--- src/rtl/mem_store_buffer_if.sv ---
// ---------------------------------------------------------------------------
// mem_store_buffer_if
// Bundles the MEM-stage store/load handshake and the data-memory port of the
// posted-write store buffer.
//   st_*      : store request from MEM (valid/ready handshake, type, addr,
//               right-aligned data, pc)
//   ld_*      : load request from MEM, stall back-pressure and raw read word
//   dm_*      : single-port word-wide data memory (combinational read dm_rdata)
//   empty     : no stores pending
// Modports:
//   slave  - the store buffer itself
//   master - the pipeline / memory side that drives requests and read data
// ---------------------------------------------------------------------------
interface mem_store_buffer_if;
  logic        st_valid;
  logic        st_ready;
  logic [1:0]  st_type;
  logic [31:0] st_addr;
  logic [31:0] st_data;
  logic [31:0] st_pc;
  logic        ld_valid;
  logic [31:0] ld_addr;
  logic        ld_stall;
  logic [31:0] ld_rdata;
  logic        dm_we;
  logic [31:0] dm_addr;
  logic [31:0] dm_din;
  logic [31:0] dm_pc;
  logic [31:0] dm_rdata;
  logic        empty;

  modport slave (
    input  st_valid, st_type, st_addr, st_data, st_pc,
    input  ld_valid, ld_addr, dm_rdata,
    output st_ready, ld_stall, ld_rdata,
    output dm_we, dm_addr, dm_din, dm_pc, empty
  );

  modport master (
    output st_valid, st_type, st_addr, st_data, st_pc,
    output ld_valid, ld_addr, dm_rdata,
    input  st_ready, ld_stall, ld_rdata,
    input  dm_we, dm_addr, dm_din, dm_pc, empty
  );
endinterface

--- src/rtl/mem_store_buffer.sv ---
// ---------------------------------------------------------------------------
// mem_store_buffer
// Posted-write buffer between the MEM stage and the word-wide data memory.
// Stores (word/half/byte) are queued in a DEPTH-entry FIFO and drained one per
// cycle whenever the memory port is not needed by an unhazarded load. Each
// drain is a read-modify-write against the memory's combinational read port.
// Loads whose word matches any pending entry are stalled until it retires.
//
// Ports:
//   clk  - clock, rising edge
//   rst  - asynchronous active-high reset (control state only)
//   bus  - mem_store_buffer_if.slave (store/load handshake + dm port)
//
// Optional build macro:
//   STBUF_COALESCE_EN - a store to the same word as the newest entry merges
//                       into it instead of allocating a new entry.
// ---------------------------------------------------------------------------
module mem_store_buffer #(
  parameter int DEPTH = 4,
  parameter int PTR_W = 2
) (
  input  logic               clk,
  input  logic               rst,
  mem_store_buffer_if.slave  bus
);

  localparam logic [PTR_W:0] DEPTH_C = (PTR_W + 1)'(DEPTH);

  // Byte-lane mask for a store; type 11 behaves as a word.
  function automatic logic [3:0] store_mask(input logic [1:0] typ, input logic [1:0] a);
    case (typ)
      2'b01:   return a[1] ? 4'b1100 : 4'b0011;
      2'b10:   return 4'b0001 << a;
      default: return 4'b1111;
    endcase
  endfunction

  // Replicate right-aligned store data into every lane it could occupy.
  function automatic logic [31:0] lane_data(input logic [1:0] typ, input logic [31:0] d);
    case (typ)
      2'b01:   return {2{d[15:0]}};
      2'b10:   return {4{d[7:0]}};
      default: return d;
    endcase
  endfunction

  function automatic logic [31:0] expand_mask(input logic [3:0] m);
    return {{8{m[3]}}, {8{m[2]}}, {8{m[1]}}, {8{m[0]}}};
  endfunction

  // Control state (reset)
  logic [PTR_W-1:0] head_q, head_d;
  logic [PTR_W-1:0] tail_q, tail_d;
  logic [PTR_W:0]   count_q, count_d;
  logic [DEPTH-1:0] vld_q, vld_d;

  // Entry payload (no reset; qualified by vld_q)
  logic [29:0] waddr_q [DEPTH];
  logic [3:0]  mask_q  [DEPTH];
  logic [31:0] data_q  [DEPTH];
  logic [31:0] pc_q    [DEPTH];

  logic             ent_we;
  logic [PTR_W-1:0] ent_idx;
  logic [29:0]      ent_waddr_d;
  logic [3:0]       ent_mask_d;
  logic [31:0]      ent_data_d;
  logic [31:0]      ent_pc_d;

  logic        hit, drain, load, accept, alloc, merge;
  logic [3:0]  new_mask;
  logic [31:0] new_data;
  logic [31:0] head_bytes;

`ifdef STBUF_COALESCE_EN
  logic [PTR_W-1:0] tail_m1;
  logic             merge_hit;
  logic [31:0]      merge_bytes;
`endif

  always_comb begin
    // Load hazard: any pending store to the same word.
    hit = 1'b0;
    for (int i = 0; i < DEPTH; i++) begin
      if (vld_q[i] && (waddr_q[i] == bus.ld_addr[31:2])) hit = 1'b1;
    end
    hit = hit && bus.ld_valid;

    // Drain and load are mutually exclusive by construction.
    drain = (count_q != '0) && (!bus.ld_valid || hit);
    load  = bus.ld_valid && !hit;

    head_bytes   = expand_mask(mask_q[head_q]);
    bus.dm_we    = 1'b0;
    bus.dm_addr  = '0;
    bus.dm_din   = '0;
    bus.dm_pc    = '0;
    bus.ld_rdata = '0;
    if (drain) begin
      bus.dm_we   = 1'b1;
      bus.dm_addr = {waddr_q[head_q], 2'b00};
      bus.dm_din  = (bus.dm_rdata & ~head_bytes) | (data_q[head_q] & head_bytes);
      bus.dm_pc   = pc_q[head_q];
    end else if (load) begin
      bus.dm_addr  = bus.ld_addr;
      bus.ld_rdata = bus.dm_rdata;
    end

    bus.ld_stall = hit;
    bus.empty    = (count_q == '0);

    new_mask = store_mask(bus.st_type, bus.st_addr[1:0]);
    new_data = lane_data(bus.st_type, bus.st_data);

`ifdef STBUF_COALESCE_EN
    tail_m1     = tail_q - 1'b1;
    merge_bytes = expand_mask(new_mask);
    // Newest entry is always valid when count != 0.
    merge_hit    = (count_q != '0) && (waddr_q[tail_m1] == bus.st_addr[31:2]);
    bus.st_ready = (count_q < DEPTH_C) || merge_hit;
    // Never merge into the entry being written to memory this cycle.
    merge        = bus.st_valid && merge_hit && !((count_q == 1) && drain);
`else
    bus.st_ready = (count_q < DEPTH_C);
    merge        = 1'b0;
`endif

    accept = bus.st_valid && bus.st_ready;
    alloc  = accept && !merge;

    ent_we      = alloc;
    ent_idx     = tail_q;
    ent_waddr_d = bus.st_addr[31:2];
    ent_mask_d  = new_mask;
    ent_data_d  = new_data;
    ent_pc_d    = bus.st_pc;
`ifdef STBUF_COALESCE_EN
    if (merge) begin
      ent_we     = 1'b1;
      ent_idx    = tail_m1;
      ent_mask_d = mask_q[tail_m1] | new_mask;
      ent_data_d = (data_q[tail_m1] & ~merge_bytes) | (new_data & merge_bytes);
    end
`endif

    head_d  = head_q;
    tail_d  = tail_q;
    count_d = count_q;
    vld_d   = vld_q;
    if (drain) begin
      head_d        = head_q + 1'b1;
      vld_d[head_q] = 1'b0;
    end
    if (alloc) begin
      tail_d        = tail_q + 1'b1;
      vld_d[tail_q] = 1'b1;
    end
    if (alloc && !drain)      count_d = count_q + 1'b1;
    else if (!alloc && drain) count_d = count_q - 1'b1;
  end

  // Control registers
  always_ff @(posedge clk or posedge rst) begin
    if (rst) begin
      head_q  <= '0;
      tail_q  <= '0;
      count_q <= '0;
      vld_q   <= '0;
    end else begin
      head_q  <= head_d;
      tail_q  <= tail_d;
      count_q <= count_d;
      vld_q   <= vld_d;
    end
  end

  // Entry payload registers
  always_ff @(posedge clk) begin
    if (ent_we) begin
      waddr_q[ent_idx] <= ent_waddr_d;
      mask_q[ent_idx]  <= ent_mask_d;
      data_q[ent_idx]  <= ent_data_d;
      pc_q[ent_idx]    <= ent_pc_d;
    end
  end

endmodule
--- src/flat_wrapper.sv ---
// flat-port wrapper written by rule: the top's interface ports become plain ports
module mem_store_buffer_flat 
#(
  parameter int DEPTH = 4,
  parameter int PTR_W = 2
)
  (clk, rst, bus_st_valid, bus_st_type, bus_st_addr, bus_st_data, bus_st_pc, bus_ld_valid, bus_ld_addr, bus_dm_rdata, bus_st_ready, bus_ld_stall, bus_ld_rdata, bus_dm_we, bus_dm_addr, bus_dm_din, bus_dm_pc, bus_empty);
  mem_store_buffer_if bus_i ();
  input  logic clk;
  input  logic rst;
  input wire logic [$bits(bus_i.st_valid)-1:0] bus_st_valid;
  input wire logic [$bits(bus_i.st_type)-1:0] bus_st_type;
  input wire logic [$bits(bus_i.st_addr)-1:0] bus_st_addr;
  input wire logic [$bits(bus_i.st_data)-1:0] bus_st_data;
  input wire logic [$bits(bus_i.st_pc)-1:0] bus_st_pc;
  input wire logic [$bits(bus_i.ld_valid)-1:0] bus_ld_valid;
  input wire logic [$bits(bus_i.ld_addr)-1:0] bus_ld_addr;
  input wire logic [$bits(bus_i.dm_rdata)-1:0] bus_dm_rdata;
  output wire logic [$bits(bus_i.st_ready)-1:0] bus_st_ready;
  output wire logic [$bits(bus_i.ld_stall)-1:0] bus_ld_stall;
  output wire logic [$bits(bus_i.ld_rdata)-1:0] bus_ld_rdata;
  output wire logic [$bits(bus_i.dm_we)-1:0] bus_dm_we;
  output wire logic [$bits(bus_i.dm_addr)-1:0] bus_dm_addr;
  output wire logic [$bits(bus_i.dm_din)-1:0] bus_dm_din;
  output wire logic [$bits(bus_i.dm_pc)-1:0] bus_dm_pc;
  output wire logic [$bits(bus_i.empty)-1:0] bus_empty;
  assign bus_i.st_valid = bus_st_valid;
  assign bus_i.st_type = bus_st_type;
  assign bus_i.st_addr = bus_st_addr;
  assign bus_i.st_data = bus_st_data;
  assign bus_i.st_pc = bus_st_pc;
  assign bus_i.ld_valid = bus_ld_valid;
  assign bus_i.ld_addr = bus_ld_addr;
  assign bus_i.dm_rdata = bus_dm_rdata;
  assign bus_st_ready = bus_i.st_ready;
  assign bus_ld_stall = bus_i.ld_stall;
  assign bus_ld_rdata = bus_i.ld_rdata;
  assign bus_dm_we = bus_i.dm_we;
  assign bus_dm_addr = bus_i.dm_addr;
  assign bus_dm_din = bus_i.dm_din;
  assign bus_dm_pc = bus_i.dm_pc;
  assign bus_empty = bus_i.empty;
  mem_store_buffer #(.DEPTH(DEPTH), .PTR_W(PTR_W)) u_core (.clk(clk), .rst(rst), .bus(bus_i));
endmodule
--- config.mk ---
export PLATFORM = sky130hd
export DESIGN_NAME = mem_store_buffer_flat
export DESIGN_NICKNAME = d
export VERILOG_FILES = /design/src/rtl/mem_store_buffer_if.sv /design/src/rtl/mem_store_buffer.sv /design/src/flat_wrapper.sv
export SDC_FILE = /design/constraint.sdc
export NUM_CORES = 1
export LEC_CHECK = 0
export ABC_AREA = 1
export ABC_CLOCK_PERIOD_IN_PS = 5720
export BUFFER_PORTS_ARGS = -buffer_cell sky130_fd_sc_hd__buf_2
export CAP_MARGIN = 20
export CORE_MARGIN = 2
export CORE_UTILIZATION = 25
export DETAILED_ROUTE_END_ITERATION = 8
export PLACE_DENSITY_LB_ADDON = 0.25
export SLEW_MARGIN = 25
export SYNTH_ARGS = -nofsm -noshare
export SYNTH_HDL_FRONTEND = slang
export SYNTH_SLANG_ARGS = --single-unit
--- constraint.sdc ---
create_clock -name clk -period 5.72 [get_ports clk]
set_input_delay 0 -clock clk [delete_from_list [all_inputs] [get_ports clk]]
set_output_delay 0 -clock clk [all_outputs]
set_load 0.01 [all_outputs]
# Yosys cells after proc, flatten, opt, wreduce, memory -nomap -nowiden
# Memories as Yosys holds them, arrays and structs flattened.
# Index checks and enable logic that the tools add are counted.
[op_classes]
n_addsub = 4
order_cmp = 5
eq_ne = 6
shifts = 1
muxes = 24
bitwise_logic = 7
n_reduce_logical = 20
[ops]
columns = ["cell", "count"]
rows = [
  ["32-bit 2-to-1 mux", 6],
  ["30-bit equality test", 4],
  ["32-bit bitwise AND", 2],
  ["32-bit one-hot mux with 2 select lines", 1],
  ["32-bit NOT", 1],
  ["32-bit OR", 1],
  ["1-bit logical AND", 12],
  ["4-bit 2-to-1 mux", 3],
  ["1-bit 2-to-1 mux", 9],
  ["4-bit one-hot mux with 2 select lines", 1],
  ["2-bit by 3-bit < comparator with 1-bit output, second input constant", 2],
  ["3-bit 2-to-1 mux", 2],
  ["2-bit by 1-bit adder with 2-bit output, second input constant", 2],
  ["4-bit bitwise AND", 1],
  ["1-bit demux with 2-bit select", 2],
  ["2-bit by 1-bit greater-or-equal comparator with 1-bit output, second input constant", 2],
  ["1-bit logical NOT", 4],
  ["4-bit NOT", 1],
  ["4-bit OR", 1],
  ["1-bit by 2-bit << shifter with 4-bit output, first input constant", 1],
  ["3-bit by 1-bit adder with 3-bit output, second input constant", 1],
  ["3-bit logical NOT", 1],
  ["3-bit < comparator, second input constant", 1],
  ["3-bit nonzero test", 1],
  ["5 further kinds", 5],
]
[word_totals]
regBits = 11
ramBits = 392
input_bits = 166
out_inout_bits = 132
word_cells = 75
memories = 4
[mem_list]
columns = ["memory", "depth", "width", "rd", "rd_ports_with_merged_regs", "write_ports", "line", "rtl"]
rows = [
  ["u_core.data_q", 4, 32, 1, 0, 1, "mem_store_buffer.sv:60", "logic [31:0] data_q [DEPTH];"],
  ["u_core.pc_q", 4, 32, 1, 0, 1, "mem_store_buffer.sv:61", "logic [31:0] pc_q [DEPTH];"],
  ["u_core.waddr_q", 4, 30, 5, 0, 1, "mem_store_buffer.sv:58", "logic [29:0] waddr_q [DEPTH];"],
  ["u_core.mask_q", 4, 4, 1, 0, 1, "mem_store_buffer.sv:59", "logic [3:0] mask_q [DEPTH];"],
]

# Longest topological paths before layout
# Gate-level depths: netlist of run 1.
# An unclocked memory read counts as a cell.
[depth]
ltp_word = 13
mapped_depth = 20
mapped_depth_nobuf = 17

# Worst setup path before layout of run 1
# No wires, ideal clock.
[synth_timing]
path_type = "reg-to-reg"
start = "reg u_core.count_q[2]"
end = "mem u_core.data_q[0][0] (enable)"
arrival_ns = 2.715
required_ns = 5.268
path_slack_ns = 2.553
stages_incl_launch_ff = 6
path_buffers = 0
path_cell_list = "dfrtp_1 -> inv_1 -> nand2_1 -> inv_1 -> nand2_1 -> inv_1"
[synth_via]
elab_chain_cells = 4
[synth_lines]
columns = ["item", "line", "rtl"]
rows = [
  ["from (decl)", "mem_store_buffer.sv:54", "logic [PTR_W:0] count_q, count_d;"],
  ["from (signal assigned)", "mem_store_buffer.sv:172", "count_q <= count_d;"],
  ["3-bit < comparator", "mem_store_buffer.sv:124", "bus.st_ready = (count_q < DEPTH_C);"],
  ["via bus_st_ready", "flat_wrapper.sv:19", "output wire logic [$bits(bus_i.st_ready)-1:0] bus_st_ready;"],
  ["1-bit logical AND", "mem_store_buffer.sv:128", "accept = bus.st_valid && bus.st_ready;"],
  ["via u_core.accept", "mem_store_buffer.sv:70", "logic hit, drain, load, accept, alloc, merge;"],
  ["1-bit 2-to-1 mux", "mem_store_buffer.sv:179", "if (ent_we) begin"],
  ["1-bit 2-to-1 mux (not written as such)", "mem_store_buffer.sv:182", "data_q[ent_idx] <= ent_data_d;"],
  ["to (decl)", "mem_store_buffer.sv:60", ""],
]
# The timed path passes the listed nets, and every way through them passes these cells.

==> results of run 1 <==
## cells in the final DEF, fill, tap and decap left out, types with 5 or more instances in the layout
cell type and count:
nand3_1 45, o22ai_1 5, inv_2 25, buf_2 297, clkinv_2 10, o21ai_1 13, a32o_1 32, dfrtp_1 9
a21oi_1 116, nand2_1 542, inv_4 5, dlygate4sd3_1 98, clkinv_1 13, clkbuf_1 7, xnor2_1 11, a32oi_1 8
nor2_2 29, edfxtp_1 392, buf_4 20, inv_1 137, o21ai_0 211, nor2_1 268, xor2_1 7, clkbuf_16 49
ha_1 11
## registers in the layout, indices dropped and copies added, names as in the netlist
name and cells:
u_core.ent_idx 2, u_core.pc_q 128, u_core.waddr_q 120, u_core.data_q 128, u_core.head_q 2, u_core.count_q 3, u_core.mask_q 16, u_core.vld_q 4
## critical path: cells and delay by family, from the launching register on
kind / cells / cell delay (ns)
AOI/OAI and AO/OA: 2 / 0.43
and+or+nand+nor: 9 / 1.23
buffers and inverters: 3 / 1.12
DFF: 1 / 0.41
## repair_timing
| item | 4_1_cts | 5_1_grt |
|---|---|---|
| hold buffers | 98 | 0 |
| hold endpoints to repair | 389 | 0 |
| gates resized for setup | 0 | 0 |
## layout make-up
class / instances / share of cell area (%)
Sequential cell: 403 / 50.2
Multi-Input combinational cell: 1304 / 24.7
Timing Repair Buffer: 415 / 10.9
Clock buffer: 56 / 5.21
Tap cell: 978 / 5.09
Inverter: 169 / 2.71
Clock inverter: 33 / 1.22
Antenna cell: 2 / 0.0208
## metal layers
| metal | global-route usage, % | vias up | share of wire [%] |
|---|---|---|---|
| met2 | 26.5 | 402 | 49 |
| met4 | 5.20 | 6 | 2.5 |
| met5 | 0 | - | 0.058 |
| li1 | - | 7392 | - |
| met1 | 19.7 | 7388 | 43 |
| met3 | 2.17 | 90 | 5.3 |
## through the flow
| step | setup slack, ns | instance area (um2) |
|---|---|---|
| floorplan | 2.55 | 19100 |
| global placement | 2.36 | 21500 |
| detailed placement | 2.30 | 21500 |
| CTS | 1.71 | 24000 |
| global route | 1.48 | 24000 |
| finish | 1.84 | 24000 |
## logic make-up (layout without fill, tap and decap cells)
kind of cell | after synthesis | after routing | synth area share, %
other | 0 | 2 | 0
adder cells (fa/ha/maj) | 12 | 12 | 0.827
AND/OR/NAND/NOR | 888 | 888 | 18.2
buffers and inverters | 268 | 673 | 5.76
XOR/XNOR | 18 | 18 | 0.827
flip-flops | 403 | 403 | 63.2
AO/OA/AOI/OAI | 385 | 385 | 11.1
multiplexers | 1 | 1 | 0.0590
## power groups by stage
stage | logic, mW | clock network, mW | registers, mW
after floorplan | 2.37 | 0 | 3.92
after CTS | 3.75 | 3.08 | 3.97
after global placement | 3.65 | 0 | 4.02
after detailed placement | 3.68 | 0 | 4.03
final | 3.66 | 2.99 | 3.97
after global routing | 4.11 | 3.19 | 4.01
## final timing paths
path	to	slack (ns)	depth (start not counted)
setup / recovery	bus_dm_pc[9]	1.84	14
hold / removal	u_core.data_q[2][17]	0.009	3
setup reg to reg	u_core.count_q[1]	2.29	15
hold reg to reg	u_core.vld_q[1]	0.50	2
max in group asynchronous	u_core.head_q[0]	4.80	4
min in group asynchronous	u_core.head_q[0]	0.57	4
==> run summary, run 1 <==
status: complete, no violations
Slew Limit Headroom: 30.2%
die area: 0.0785 mm2
Starting Density: 25.2%
count leader, synth: nand2_1
vias in the first global route: 14990
number of synthesized flops with an enable pin: 392
Critical Path RT: 5.72 ns
Yosys reg bits: 403
Nets: 2520
DR vias/cell: 4.55
CP Capture Type: output pin
YS warnings: 0
Hold Fails Final Rpt: 0
Post-CTS Setup Repair Bufs: 0
Final Non-Filler Cells: 3360
clock power share: 28.1%
Cells after Synth: 1975
Setup crit start kind: flop
share of cells above drive strength 1: 19.0%
register area: 0.0121 mm2
CTS Buf Count: 49
switching power: 4.01 mW
Setup TNS: 0 ns
slowest stage delay, CP: 0.45 ns
PwrDens: 442 mW/mm2
Slew Limit Fails: 0
commonest cells in the netlist: nand2_1, edfxtp_1, nor2_1, o21ai_0, inv_1
sw frac: 37.8%
die width: 280 um
total leakage power: 9.84 nW
Yosys top cell by area: edfxtp_1
DPL Wire Length: 41.0 mm
Area Growth Syn to Fin: 26.0%
H-tree depth: 2
overall power: 10.6 mW
slowest library cell on the worst path: buf_4
CTS tree: done
Hold Crit Start: bus_st_data[17]
I/O pin cnt: 298
Avg Inst Size Synth: 9.66 um2
post-route minimum period: 3.88 ns
synthesized area: 0.0191 mm2
syn nets: 2153
Hold Slack: 0.00927 ns
Sink Count: 403
Worst Setup SP: u_core.waddr_q[0][23]
max-cap violations: 0
CORE AREA: 0.0757 mm2
unique cell type count in the Yosys netlist: 29
final RePlAce weighted congestion: 0.884
worst slew pin tran: 1.05 ns
largest net degree at the start of global routing: 100
Seq/Total Area, Yosys: 63.2%
Clock transition at path regs: 0.06 ns
Top FF cell, synth: edfxtp_1
Worst Path Arrival: 3.88 ns
Clock Path Buffers: 3
area share of the leading cell type in the synthesized netlist: 61.7%
Total Wirelength: 61.7 mm
Max Fanout on Critical Path: 46
placed cell count: 3171
CP Cell Sequence: nand2_1, o21ai_0, nor2_1, nand2_1, nor2_1, nand2_1, nor2_1, nor2_1, nand3_2, buf_4, nand2_4, buf_4, a21oi_1, buf_2
VDD IR-drop max: 0.000217 V
Finished Core Util: 31.7%
Max Fclk: 258 MHz
IO buf count: 297
DR iter-0 viols: 1130
Cell Int Power: 6.60 mW
worst reg2reg startpoint: u_core.waddr_q[0][23]
Synth area leaders: edfxtp_1, nand2_1, o21ai_0
worst skew pair latency: 0.60 ns
die height: 280 um
clock root cell: clkbuf_16
Routed Antenna Nets: 0
Final setup viols: 0
DRT Pass-1 Iters: 5
Tcrit/Tclk final: 67.8%
register share of total power: 37.4%
gr usage total: 15.4%
most frequent CP cell: nor2_1
total number of vias: 15278
Rows: 101
drt wl/cell: 18.4 um
Final Skew: 0.0130 ns
GR Overflow Total: 0
RSZ-0062 raised after global routing: false
worst min-delay path category: input pin to flop
# DRC: 0
Async S/R FF share, synth: 2.73%
Multi-input gate area: 0.00593 mm2
Comb power frac: 34.5%
initial antenna violation count: 5
first-pass GRT wire length: 91.3 mm
fillcell total: 7808
critical path class: flop to output pin
Power figures use the tool's default switching activity.
==> run 2, diff against run 1 <==
- ABC_CLOCK_PERIOD_IN_PS: 5720 -> 3300
- clock period: 5.72 -> 3.3 ns (I/O delays scaled with it)
==> run summary, run 2 (synthesized netlist as in run 1, its figures left out) <==
Setup WS pre-CTS: 0.611 ns (-1.69 ns)
Max Fclk: 329 MHz
I/O pin cnt: 298 (unchanged)
Final Skew: 0.0281 ns (+0.0151 ns)
overall power: 18.5 mW (+74%)
post-route minimum period: 3.04 ns
Max Fanout on Critical Path: 47 (+2.2%)
WHS Endpoint: u_core.data_q[1][19]
worst min-delay path category: input pin to flop
CTS Buf Count: 49 (unchanged)
clock root cell: clkbuf_16
worst reg2reg startpoint: u_core.waddr_q[0][17]
CORE AREA: 0.0757 mm2 (unchanged)
placed cell count: 3188 (+0.54%)
DPL Wire Length: 41.3 mm (+0.89%)
Nets: 2540 (+0.79%)
r2r setup slk: 0.65 ns (-1.64 ns)
Slew Limit Fails: 0 (unchanged)
die area: 0.0785 mm2 (unchanged)
Hold Path Stages: 3 (unchanged)
PwrDens: 763 mW/mm2 (+73%)
Worst R2R Path Depth: 15 (unchanged)
Worst Path Arrival: 3.04 ns (-0.84 ns)
die height: 280 um (unchanged)
Setup TNS: 0 ns (unchanged)
fillcell total: 7801 (-0.090%)
worst skew pair latency: 0.59 ns (about the same)
Starting Density: 25.2% (unchanged)
CP Capture Type: output pin
Setup crit start kind: flop
initial antenna violation count: 5 (unchanged)
critical path class: flop to output pin
GR Overflow Total: 0 (unchanged)
DR iter-0 viols: 1258 (+11%)
biggest regs: u_core.data_q (128), u_core.pc_q (128), u_core.waddr_q (120)
final setup margin: 0.262 ns (-1.58 ns)
worst slew pin tran: 0.813 ns (-0.234 ns)
most common cell after layout, fill and taps aside: nand2_1
die width: 280 um (unchanged)
# DRC: 0 (unchanged)
Total Wirelength: 62.0 mm (+0.55%)
largest net degree at the start of global routing: 99 (-1.0%)
Final setup viols: 0 (unchanged)
Critical Path RT: 3.30 ns (-2.42 ns)
vias in the first global route: 15358 (+2.5%)
Post-CTS Setup Repair Bufs: 0 (unchanged)
Clock transition at path regs: 0.06 ns (about the same)
Hold Crit Start: bus_st_data[19]
VDD IR-drop max: 0.000419 V (+93%)
Rows: 101 (unchanged)
Slew Limit Headroom: 45.2% (+15 points)
total leakage power: 9.93 nW (+0.91%)
H-tree depth: 2 (unchanged)
Clock Path Buffers: 3 (unchanged)
Tcrit/Tclk final: 92.1%
R2R Path End: u_core.count_q[1]
max-cap violations: 0 (unchanged)
RSZ-0062 raised after global routing: false
first-pass GRT wire length: 93.1 mm (+2.0%)
final RePlAce weighted congestion: 0.865 (-2.2%)
DR vias/cell: 4.55 (about the same)
most frequent cells in the layout: nand2_1, edfxtp_1, buf_2, nor2_1, o21ai_0
Area Growth Syn to Fin: 27.0%
Sink Count: 403 (unchanged)
status: complete, no violations
share of cells above drive strength 1: 19.5% (+0.52 points)
gr usage total: 15.6% (+0.24 points)
Finished Core Util: 32.0% (+0.26 points)
drt wl/cell: 18.4 um (about the same)
IO buf count: 297 (unchanged)
total number of vias: 15382 (+0.68%)
Hold Fails Final Rpt: 0 (unchanged)
Routed Antenna Nets: 0 (unchanged)
DRT Pass-1 Iters: 5 (unchanged)
CTS tree: done
Final Non-Filler Cells: 3380 (+0.60%)
run 2: where the power goes:
group / internal, mW / total (mW) / switching [mW]
sequential: 6.46 / 6.82 / 0.352
clock: 2.88 / 5.04 / 2.16
combinational: 2.17 / 6.62 / 4.45
run 2: how the worst max path moves through the flow:
stage                           from             endpoint  slack (ns)  cells past startpoint
2_1_floorplan      u_core.count_q[2]  u_core.data_q[0][0]        0.13                      5
3_3_place_gp   u_core.waddr_q[0][17]    u_core.count_q[1]        0.61                     15
3_5_place_dp   u_core.waddr_q[0][17]    u_core.count_q[1]        0.61                     15
4_1_cts        u_core.waddr_q[0][17]         bus_dm_pc[9]        0.05                     14
5_1_grt        u_core.waddr_q[0][17]        bus_dm_pc[15]        0.01                     14
6_report        u_core.waddr_q[2][7]        bus_dm_pc[15]        0.26                     12
run 2: per-stage QoR:
step | hold slack (ns) | instance area, um2
6_report | 0.0394 | 24200
5_1_grt | 0.0479 | 24200
4_1_cts | 0.0450 | 24200
3_5_place_dp | 0.0363 | 21700
3_3_place_gp | 0.0308 | 21700
2_1_floorplan | -0.148 | 19100
run 2: critical path, stage by stage, from the launching register on:
cell and delay, ns:
edfxtp_1 0.47, o21ai_0 0.24, nor2_1 0.08, nand2_1 0.09
nor2_1 0.05, nand2_1 0.06, nor2_1 0.04, nor2_1 0.14
nand3_2 0.17, nand2_4 0.12, buf_4 0.56, a21oi_1 0.17
buf_2 0.20
run 2: timing repair:
item                                   in CTS  in global routing
setup endpoints to repair                   0                 30
hold buffers                              101                  0
gates resized for setup                     0                  2
endpoints found under the hold margin     400                  0
run 2: routing by layer:
metal,vias up,wire length [um],GRT usage (%)
met5,-,49,0
met4,8,1420,4.65
li1,7420,-,-
met2,434,30000,26.7
met3,82,3530,2.74
met1,7438,27100,20.1
run 2: cell type report:
| class | count | area (um2) | area share, % |
|---|---|---|---|
| inverter | 169 | 651 | 2.69 |
| multi-input combinational | 1304 | 5930 | 24.5 |
| antenna | 3 | 7.51 | 0.0310 |
| tap | 978 | 1220 | 5.05 |
| sequential | 403 | 12100 | 49.7 |
| clock inverter | 31 | 228 | 0.940 |
| timing repair buffer | 435 | 2880 | 11.9 |
| clock buffer | 57 | 1260 | 5.19 |
